<file path="src/rtl/sonar_range.sv">
// Six-channel sonar range converter: one shared restoring divider
// serves channels 1..6 round-robin and saturates each distance.
module sonar_range #(
    parameter int IN_W    = 20,
    parameter int DIVISOR = 2941,
    parameter int OUT_W   = 8
) (
    input  logic                 clk,
    input  logic                 reset,
    input  logic                 en,
    input  logic [IN_W-1:0]      R1,
    input  logic [IN_W-1:0]      R2,
    input  logic [IN_W-1:0]      R3,
    input  logic [IN_W-1:0]      R4,
    input  logic [IN_W-1:0]      R5,
    input  logic [IN_W-1:0]      R6,
    output logic [2*OUT_W-1:0]   sonar12,
    output logic [2*OUT_W-1:0]   sonar34,
    output logic [2*OUT_W-1:0]   sonar56,
    output logic [5:0]           upd,
    output logic                 sweep_done,
    output logic                 busy
);

    typedef enum logic [1:0] {LOAD, DIV, STORE} state_t;

    localparam int CW = $clog2(IN_W + 1);
    localparam logic [IN_W:0]   DIV_V = (IN_W + 1)'(DIVISOR);
    localparam logic [IN_W-1:0] QMAX  = IN_W'((1 << OUT_W) - 1);

    state_t                    state_q, state_d;
    logic [2:0]                ch_q, ch_d;
    logic [IN_W-1:0]           dvd_q, dvd_d;
    logic [IN_W:0]             rem_q, rem_d;
    logic [IN_W-1:0]           quo_q, quo_d;
    logic [CW-1:0]             cnt_q, cnt_d;
    logic [5:0][OUT_W-1:0]     dist_q, dist_d;
    logic [5:0]                upd_q, upd_d;
    logic                      done_q, done_d;
    logic                      busy_q, busy_d;

    logic [IN_W-1:0]           r_sel;
    logic [IN_W:0]             rem_sh;
    logic                      ge;
    logic [OUT_W-1:0]          q_sat;

    always_comb begin
        r_sel = '0;
        unique case (ch_q)
            3'd0:    r_sel = R1;
            3'd1:    r_sel = R2;
            3'd2:    r_sel = R3;
            3'd3:    r_sel = R4;
            3'd4:    r_sel = R5;
            3'd5:    r_sel = R6;
            default: r_sel = '0;
        endcase
    end

    // Remainder stays below DIVISOR, so the shifted value fits IN_W+1 bits.
    assign rem_sh = {rem_q[IN_W-1:0], dvd_q[IN_W-1]};
    assign ge     = (rem_sh >= DIV_V);
    assign q_sat  = (quo_q > QMAX) ? QMAX[OUT_W-1:0] : quo_q[OUT_W-1:0];

    always_comb begin
        state_d = state_q;
        ch_d    = ch_q;
        dvd_d   = dvd_q;
        rem_d   = rem_q;
        quo_d   = quo_q;
        cnt_d   = cnt_q;
        dist_d  = dist_q;
        upd_d   = '0;
        done_d  = 1'b0;
        case (state_q)
            LOAD: begin
                if (en) begin
                    dvd_d   = r_sel;
                    rem_d   = '0;
                    quo_d   = '0;
                    cnt_d   = '0;
                    state_d = DIV;
                end
            end
            DIV: begin
                rem_d = ge ? (rem_sh - DIV_V) : rem_sh;
                quo_d = {quo_q[IN_W-2:0], ge};
                dvd_d = {dvd_q[IN_W-2:0], 1'b0};
                cnt_d = cnt_q + CW'(1);
                if (cnt_q == CW'(IN_W - 1)) begin
                    state_d = STORE;
                end
            end
            STORE: begin
                for (int k = 0; k < 6; k++) begin
                    if (ch_q == 3'(k)) begin
                        dist_d[k] = q_sat;
                        upd_d[k]  = 1'b1;
                    end
                end
                done_d  = (ch_q == 3'd5);
                ch_d    = (ch_q == 3'd5) ? 3'd0 : ch_q + 3'd1;
                state_d = LOAD;
            end
            default: state_d = LOAD;
        endcase
        busy_d = (state_d != LOAD);
    end

    always_ff @(posedge clk or negedge reset) begin
        if (!reset) begin
            state_q <= LOAD;
            ch_q    <= '0;
            dvd_q   <= '0;
            rem_q   <= '0;
            quo_q   <= '0;
            cnt_q   <= '0;
            dist_q  <= '0;
            upd_q   <= '0;
            done_q  <= 1'b0;
            busy_q  <= 1'b0;
        end else begin
            state_q <= state_d;
            ch_q    <= ch_d;
            dvd_q   <= dvd_d;
            rem_q   <= rem_d;
            quo_q   <= quo_d;
            cnt_q   <= cnt_d;
            dist_q  <= dist_d;
            upd_q   <= upd_d;
            done_q  <= done_d;
            busy_q  <= busy_d;
        end
    end

    assign sonar12    = {dist_q[0], dist_q[1]};
    assign sonar34    = {dist_q[2], dist_q[3]};
    assign sonar56    = {dist_q[4], dist_q[5]};
    assign upd        = upd_q;
    assign sweep_done = done_q;
    assign busy       = busy_q;

endmodule

</file>
<file path="config.mk">
export PLATFORM = sky130hd
export DESIGN_NAME = sonar_range
export DESIGN_NICKNAME = d
export VERILOG_FILES = /design/src/rtl/sonar_range.sv
export SDC_FILE = /design/constraint.sdc
export NUM_CORES = 1
export LEC_CHECK = 0
export ABC_AREA = 1
export CORE_ASPECT_RATIO = 1.25
export CORE_MARGIN = 2
export CORE_UTILIZATION = 49
export CTS_CLUSTER_DIAMETER = 50
export CTS_CLUSTER_SIZE = 8
export DETAILED_ROUTE_END_ITERATION = 10
export PLACE_DENSITY_LB_ADDON = 0.15
export SLEW_MARGIN = 30
export SYNTH_ARGS = -nofsm -noshare
export SYNTH_HDL_FRONTEND = slang
export SYNTH_SLANG_ARGS = --single-unit
</file>
<file path="constraint.sdc">
create_clock -name clk -period 1.95 [get_ports clk]
set_input_delay 0.39 -clock clk [delete_from_list [all_inputs] [get_ports clk]]
set_output_delay 0.39 -clock clk [all_outputs]
set_load 0.01 [all_outputs]
</file>
Word level (Yosys, flattened, before mapping)
Index checks and enable logic that the tools add are counted.

Flip-flop bits (word level): 126. Input bits: 123. Output and inout port bits: 56.

Add/sub/neg operators: 3. $lt $le $gt $ge: 2. Equality and inequality tests: 9. Muxes and demuxes: 23. Reductions and logical operators: 11.

Operators with widths (count): $pmux W20 S2 (3); $pmux W20 S6 (1); $mux W20 (4); $ge A21 B12 Y1 const B (1); $gt A20 B8 Y1 const B (1); $sub A20 B12 Y20 const B (1); $reduce_and A2 Y1 (7); $pmux W5 S2 (1); $mux W8 (1); $mux W1 (7); $eq A3 B2 Y1 const B (2); $eq A3 B3 Y1 const B (2); $mux W6 (1); $add A5 B1 Y5 const B (1); $eq A5 B5 Y1 const B (1); $mux W5 (1); $mux W2 (2); $pmux W2 S2 (1); $reduce_bool A2 Y1 (2); $add A3 B1 Y3 const B (1); $eq A3 B1 Y1 const B (1); $logic_not A3 Y1 (1); $mux W3 (1); $eq A2 B1 Y1 const B (1); other kinds (3) (3).

Longest topological paths before layout
Gate-level depths: netlist of run 1.

Depth in word-level cells: 4. Gate-level depth with buffers: 11. Mapped depth without buffers: 11.

Worst setup path after synthesis of run 1
Ideal clock, no wire load.

Path kind: reg2reg. From: register dvd_q[19]. To: register rem_q[8]. Setup time: 118 ps. Arrival time: 1402 ps. Required time: 1832 ps. Setup slack: 430 ps. Stages on the path, launching flop included: 10. Path buffers: 0. Period minus slack after synthesis: 1520 ps. Cells stage by stage: dfrtp_1 > inv_1 > ha_1 > nor2_1 > nand2_1 > nand2_1 > xor2_1 > nand2_1 > nand3_1 > nand2_1.

Cells in the longest elaborated chain, start to end: 3. Elaborated cells on any way between the ends: 4.

Ends and longest elaborated chain: start, declared (RTL line 33) `logic [IN_W-1:0] dvd_q, dvd_d;`; start signal, assigned (RTL line 125) `dvd_q <= dvd_d;`; $sub A20 B12 Y20 or $ge A21 B12 Y1 (tied branches) (RTL line 86, 62); $mux W20 * (RTL line 86) `rem_d = ge ? (rem_sh - DIV_V) : rem_sh;`; $pmux W20 S2 * (RTL line 75) `case (state_q)`; end signal, assigned (RTL line 126) `rem_q <= rem_d;`; end, declared (RTL line 34) `logic [IN_W:0] rem_q, rem_d;`.

Every way passes the cells marked *; elsewhere a longest branch is shown, timed or not. A chain may end at the register's enable or synchronous reset.

Worst setup path after layout of run 1
From: register dvd_q[19]. To: register rem_q[10].

Same word-level chain as after synthesis.

==> impl_metrics.toml, run 1 <==
[worst_setup_path]
timing.critical_path.arrival_ps = 2090
end_kind = "register"
timing.critical_path.slowest_stage_cell = "sky130_fd_sc_hd__dfrtp_1"
cp_cell_sequence = "inv_1, ha_1, nor2_1, nand2_1, nand2_1, nand2_1, nand2_1, nand2_1, nand2_1, nand3_1, nand2_1"
max_stage_delay_ps = 450
criticalPathCategory = "reg2reg"
timing.critical_path.from_type = "register"
crit_fanout = 6
required_ps = 2300
crit_path_frequent_cell = "sky130_fd_sc_hd__nand2_1"

[global_routing]
grt_pass1_vias = 6101
grt_pass1_wl_um = 29700
grt_max_degree = 49
antenna_found_initial = 0
grtUsageTotal_pct = 26.3
globalRoute.totalOverflow = 0

[finish]
utilization_pct = 69.3
mostFrequentLayoutCell = "sky130_fd_sc_hd__nand2_1"
antenna_cells = 0
fin_cells = 1183
area.sequential_um2 = 3130
n_fill_cell = 1093
multiInputGateArea_um2 = 2920
post_route_cells_drive_above_1_share_pct = 9.39
area_growth_pct = 39.7
design.final.nets = 1127
design_area_um2 = 9080
most-common-layout-cells = "sky130_fd_sc_hd__nand2_1 (270), sky130_fd_sc_hd__clkdlybuf4s50_1 (177), sky130_fd_sc_hd__dfrtp_1 (125)"

[synthesis]
postSynth.topFlopCell = "sky130_fd_sc_hd__dfrtp_1"
yosys_register_bits = 125
syn-mean-instance-area_um2 = 7.86
netlist_area_um2 = 6500
synth.yosys.warnings = 0
mappedNetlistNets = 954
synthDistinctLibCells = 34
postSynthCellCount = 827
synth_top_area_cells = "sky130_fd_sc_hd__dfrtp_1 (48%), sky130_fd_sc_hd__nand2_1 (16%), sky130_fd_sc_hd__nand3_1 (4.8%)"
synth_enable_flop_cells = 0
postSynth.asyncResetShare_pct = 100
synth.yosys.seq_area_share_pct = 48.1
yosys.area.top_type_share_pct = 48.1
synth_largest_area_cell = "sky130_fd_sc_hd__dfrtp_1"

[power]
vdd.ir_drop.worst_uv = 855
leakagePower_nw = 4.19
fin_total_pwr_mw = 11.4
power-per-cell-area_nw_per_um2 = 1260

[sta]
fin_tns_setup_ps = 0
final_period_minus_worst_setup_slack_ps = 1740
slew_headroom_pct = 51.2
rsz0062_at_grt = "no"
drv_slew = 0
tightestPinTransition_ps = 731
layout_worst_path_cycle_share_pct = 89.2
final.setup_skew_ps = 7.18
clock.fmax_mhz = 575
timing_hold_violations_final = 0
worst_slack_ps = 211
hold-worst-slack_ps = 441
report.final.setup_viol = 0

[placement]
dpl_worst_slack_ps = -16.5
rd_place_congestion = 0.901
io_buffers = 178
place_inst = 1151
dp.final_hpwl_um = 12800
placed_area_um2 = 8470

[job]
maxCapViolCount = 0

[detailed_routing]
postRouteWirelength_um = 17800
drt_pass1_iterations = 5
viasPerCell = 5.24
routed-via-count = 6199
routedWlPerCell_um = 15.1
post-route-drc-count = 0
detailed_route_iter0_violations = 310
final_ant_viol_nets = 0

[cts]
tritoncts_clock_tree = "built"
clkSlewWorstSetupHoldPaths_ps = 60
cts.htree.levels = 4
cts.sink_count = 125
cts_made_buffers = 17
clock_insertion_delay_worst_skew_ps = 430
root_buffer = "sky130_fd_sc_hd__clkbuf_16"
cts.path.max_buffers = 2

[floorplanning]
die_width_um = 107
io-pin-count = 179
dieArea_um2 = 14200
dieHeight_um = 133
core_um2 = 13100
floorplan.initialDensity_pct = 49.6
floorplan.rows = 47

[status]
status = "finished, final reports clean"

[hold_path]
hold_path_class = "in2async"
## flip-flops by register name, indices dropped and copies added, names as in the netlist
name        flops
ch_q            3
dvd_q          20
cnt_q           5
quo_q          20
busy            1
rem_q          20
state_q         2
upd             5
sonar12        16
sonar34        16
sonar56        16
sweep_done      1
## path summary, 6_finish.rpt
path | start | endpoint | slack, ps | cells past startpoint
worst max-delay path | dvd_q[19] | rem_q[10] | 210 | 11
worst min register to register | dvd_q[0] | dvd_q[0] | 480 | 2
min in group clk | dvd_q[0] | dvd_q[0] | 480 | 2
worst max register to register | dvd_q[19] | rem_q[10] | 210 | 11
max in group asynchronous | reset | dvd_q[12] | 890 | 3
worst min-delay path | reset | sonar56[15] | 440 | 2
## layout make-up
cell class,count,area share [%]
clock buffer,18,4.84
clock inverter,13,1.82
inverter,65,2.81
multi-input combinational,594,32.1
sequential,125,34.4
tap,171,2.36
timing repair buffer,197,21.6
## per-layer routing
metal  GRT usage [%]  wire (um)
met3            6.31       1040
met5               0          0
met4            7.50        259
met1            34.9       7820
met2            43.0       8700
## worst max-delay path, delay by kind of cell (launching register included)
kind	cells	cell delay (ps)
flops	1	450
buf+inv	1	90
simple gates	9	860
fa+ha+maj	1	260
## report_power, final
group,internal [mW],switching (mW),total [mW]
clock network,2.04,1.20,3.24
registers,3.30,0.580,3.88
logic,1.65,2.64,4.29
## Yosys cell counts, types with 2 or more instances
library cell	instances
sky130_fd_sc_hd__nor2_2	3
sky130_fd_sc_hd__clkbuf_1	19
sky130_fd_sc_hd__nand2_2	5
sky130_fd_sc_hd__a21oi_1	9
sky130_fd_sc_hd__inv_1	43
sky130_fd_sc_hd__nor2_4	9
sky130_fd_sc_hd__dfrtp_1	125
sky130_fd_sc_hd__nand4_1	36
sky130_fd_sc_hd__nor2_1	69
sky130_fd_sc_hd__o21ai_0	3
sky130_fd_sc_hd__a31oi_1	41
sky130_fd_sc_hd__a22o_1	11
sky130_fd_sc_hd__inv_2	14
sky130_fd_sc_hd__o21ai_1	20
sky130_fd_sc_hd__ha_1	4
sky130_fd_sc_hd__nor3_1	2
sky130_fd_sc_hd__nand3b_1	3
sky130_fd_sc_hd__xor2_1	10
sky130_fd_sc_hd__o22ai_1	20
sky130_fd_sc_hd__nand3_1	63
sky130_fd_sc_hd__nand3_2	3
sky130_fd_sc_hd__nand2_1	270
sky130_fd_sc_hd__buf_2	20
sky130_fd_sc_hd__clkinv_2	7
sky130_fd_sc_hd__buf_6	2
sky130_fd_sc_hd__o21a_1	8
## logic make-up after synthesis
family	after synthesis	synth area share, %
buffers and inverters	108	7.08
XOR/XNOR	10	1.35
AND/OR/NAND/NOR	464	31.4
adder cells (fa/ha/maj)	4	0.770
flip-flops	125	48.1
multiplexers	1	0.154
AO/OA/AOI/OAI	115	11.1
## timing repair
action	4_1_cts	5_1_grt
setup buffers	0	0
hold buffers	1	0
hold endpoints to repair	27	0
resized for setup	0	0
Power figures use the tool's default switching activity.
==> run 2, diff against run 1 <==
--- a/config.mk
+++ b/config.mk
@@ -12,6 +12,7 @@
 export CTS_CLUSTER_DIAMETER = 50
 export CTS_CLUSTER_SIZE = 8
 export DETAILED_ROUTE_END_ITERATION = 10
+export GPL_ROUTABILITY_DRIVEN = 0
 export PLACE_DENSITY_LB_ADDON = 0.15
 export SLEW_MARGIN = 30
 export SYNTH_ARGS = -nofsm -noshare
==> impl_metrics.toml, run 2 (synthesized netlist as in run 1, its figures left out) <==
[cts]
post-cts-setup-buffer-count = 0
cts.path.max_buffers = 2
clock_insertion_delay_worst_skew_ps = 410
cts.sink_count = 125
cts.htree.levels = 4
tritoncts_clock_tree = "built"
cts_made_buffers = 17
root_buffer = "sky130_fd_sc_hd__clkbuf_16"
clkSlewWorstSetupHoldPaths_ps = 60

[floorplanning]
dieHeight_um = 133
dieArea_um2 = 14200
die_width_um = 107
io-pin-count = 179
floorplan.initialDensity_pct = 49.6
floorplan.rows = 47
core_um2 = 13100

[sta]
slew_headroom_pct = 54.2
drv_slew = 0
rsz0062_at_grt = "no"
tightestPinTransition_ps = 687
clock.fmax_mhz = 585
fin_tns_setup_ps = 0
final_period_minus_worst_setup_slack_ps = 1710
final.setup_skew_ps = 4.86
report.final.setup_viol = 0
timing_hold_violations_final = 0
layout_worst_path_cycle_share_pct = 87.7

[detailed_routing]
postRouteWirelength_um = 17600
final_ant_viol_nets = 0
routed-via-count = 6260
post-route-drc-count = 0
viasPerCell = 5.29
routedWlPerCell_um = 14.9
detailed_route_iter0_violations = 424
drt_pass1_iterations = 6

[finish]
multiInputGateArea_um2 = 2920
top_regs = "dvd_q: 20 flops, quo_q: 20 flops, rem_q: 20 flops"
most-common-layout-cells = "sky130_fd_sc_hd__nand2_1 (269), sky130_fd_sc_hd__clkdlybuf4s50_1 (177), sky130_fd_sc_hd__dfrtp_1 (125)"
area.sequential_um2 = 3130
n_fill_cell = 1048
fin_cells = 1183
design.final.nets = 1126
mostFrequentLayoutCell = "sky130_fd_sc_hd__nand2_1"
post_route_cells_drive_above_1_share_pct = 9.39
antenna_cells = 0
area_growth_pct = 39.9

[job]
maxCapViolCount = 0

[hold_path]
hold_path_class = "in2async"

[placement]
io_buffers = 178
place_inst = 1150
dp.final_hpwl_um = 12600

[worst_setup_path]
max_stage_delay_ps = 540
cp_cell_sequence = "clkdlybuf4s50_1"
required_ps = 1560
timing.critical_path.slowest_stage_cell = "sky130_fd_sc_hd__clkdlybuf4s50_1"
crit_fanout = 2
worst_path_dominant_cell_family = "buffers and inverters"
timing.critical_path.from_type = "register"
criticalPathCategory = "reg2out"
end_kind = "output pin"
worstPathBufferInverterCount = 1
timing.critical_path.arrival_ps = 1320

[global_routing]
grt_max_degree = 50
grt_pass1_vias = 5877
globalRoute.totalOverflow = 0
grt_pass1_wl_um = 28800
grtUsageTotal_pct = 25.4
antenna_found_initial = 0

[power]
power-per-cell-area_nw_per_um2 = 1260
leakagePower_nw = 4.19
vdd.ir_drop.worst_uv = 630

[status]
status = "finished, final reports clean"
-- run 2: final cells by class --
class	count	area share, %
flip-flops and latches	125	34.4
multi-input cells	594	32.1
repair buffers	196	21.5
clock buffers	21	5.17
inverters	65	2.81
well taps	171	2.35
clock inverters	11	1.68
-- run 2: path summary, 6_finish.rpt --
path,start,end,slack [ps],cells after the start
worst max register to register,rem_q[6],rem_q[4],240,9
worst min-delay path,reset,sonar56[9],430,2
worst max-delay path,sonar56[5],sonar56[5],240,1
min in group clk,cnt_q[4],cnt_q[4],480,1
max in group asynchronous,reset,cnt_q[3],890,3
worst min register to register,cnt_q[4],cnt_q[4],480,1
-- run 2: power breakdown --
part	internal, mW	switching [mW]
combinational	1.65	2.63
clock	2.13	1.18
sequential	3.30	0.587
total	7.07	4.40
-- run 2: through the flow --
step                      total power [mW]  util, %  setup slack, ps  cell area (um^2)  hold slack [ps]
after global placement                8.04     64.5             96.3              8460              324
after global routing                  12.2     69.4             55.3              9100              463
after detailed placement              8.15     64.5             45.8              8460              330
after floorplan                       6.79        -              430              6500             94.4
final                                 11.5     69.4              239              9100              435
after CTS                             11.5     69.3              220              9090              429
-- run 2: timing repair --
item / 4_1_cts / 5_1_grt
gates resized for setup: 0 / 1
endpoints found under the hold margin: 23 / 0
hold buffers: 1 / 0
setup endpoints to repair: 0 / 1
-- run 2: metal layers --
| metal | vias up | wire length (um) | share of wire, % | global-route usage [%] |
|---|---|---|---|---|
| met5 | - | 0 | 0 | 0 |
| met4 | 0 | 180 | 1.0 | 6.06 |
| met3 | 14 | 1080 | 6.1 | 6.55 |
| met2 | 221 | 8600 | 49 | 42.3 |
| met1 | 2927 | 7720 | 44 | 33.3 |
| li1 | 3098 | - | - | - |
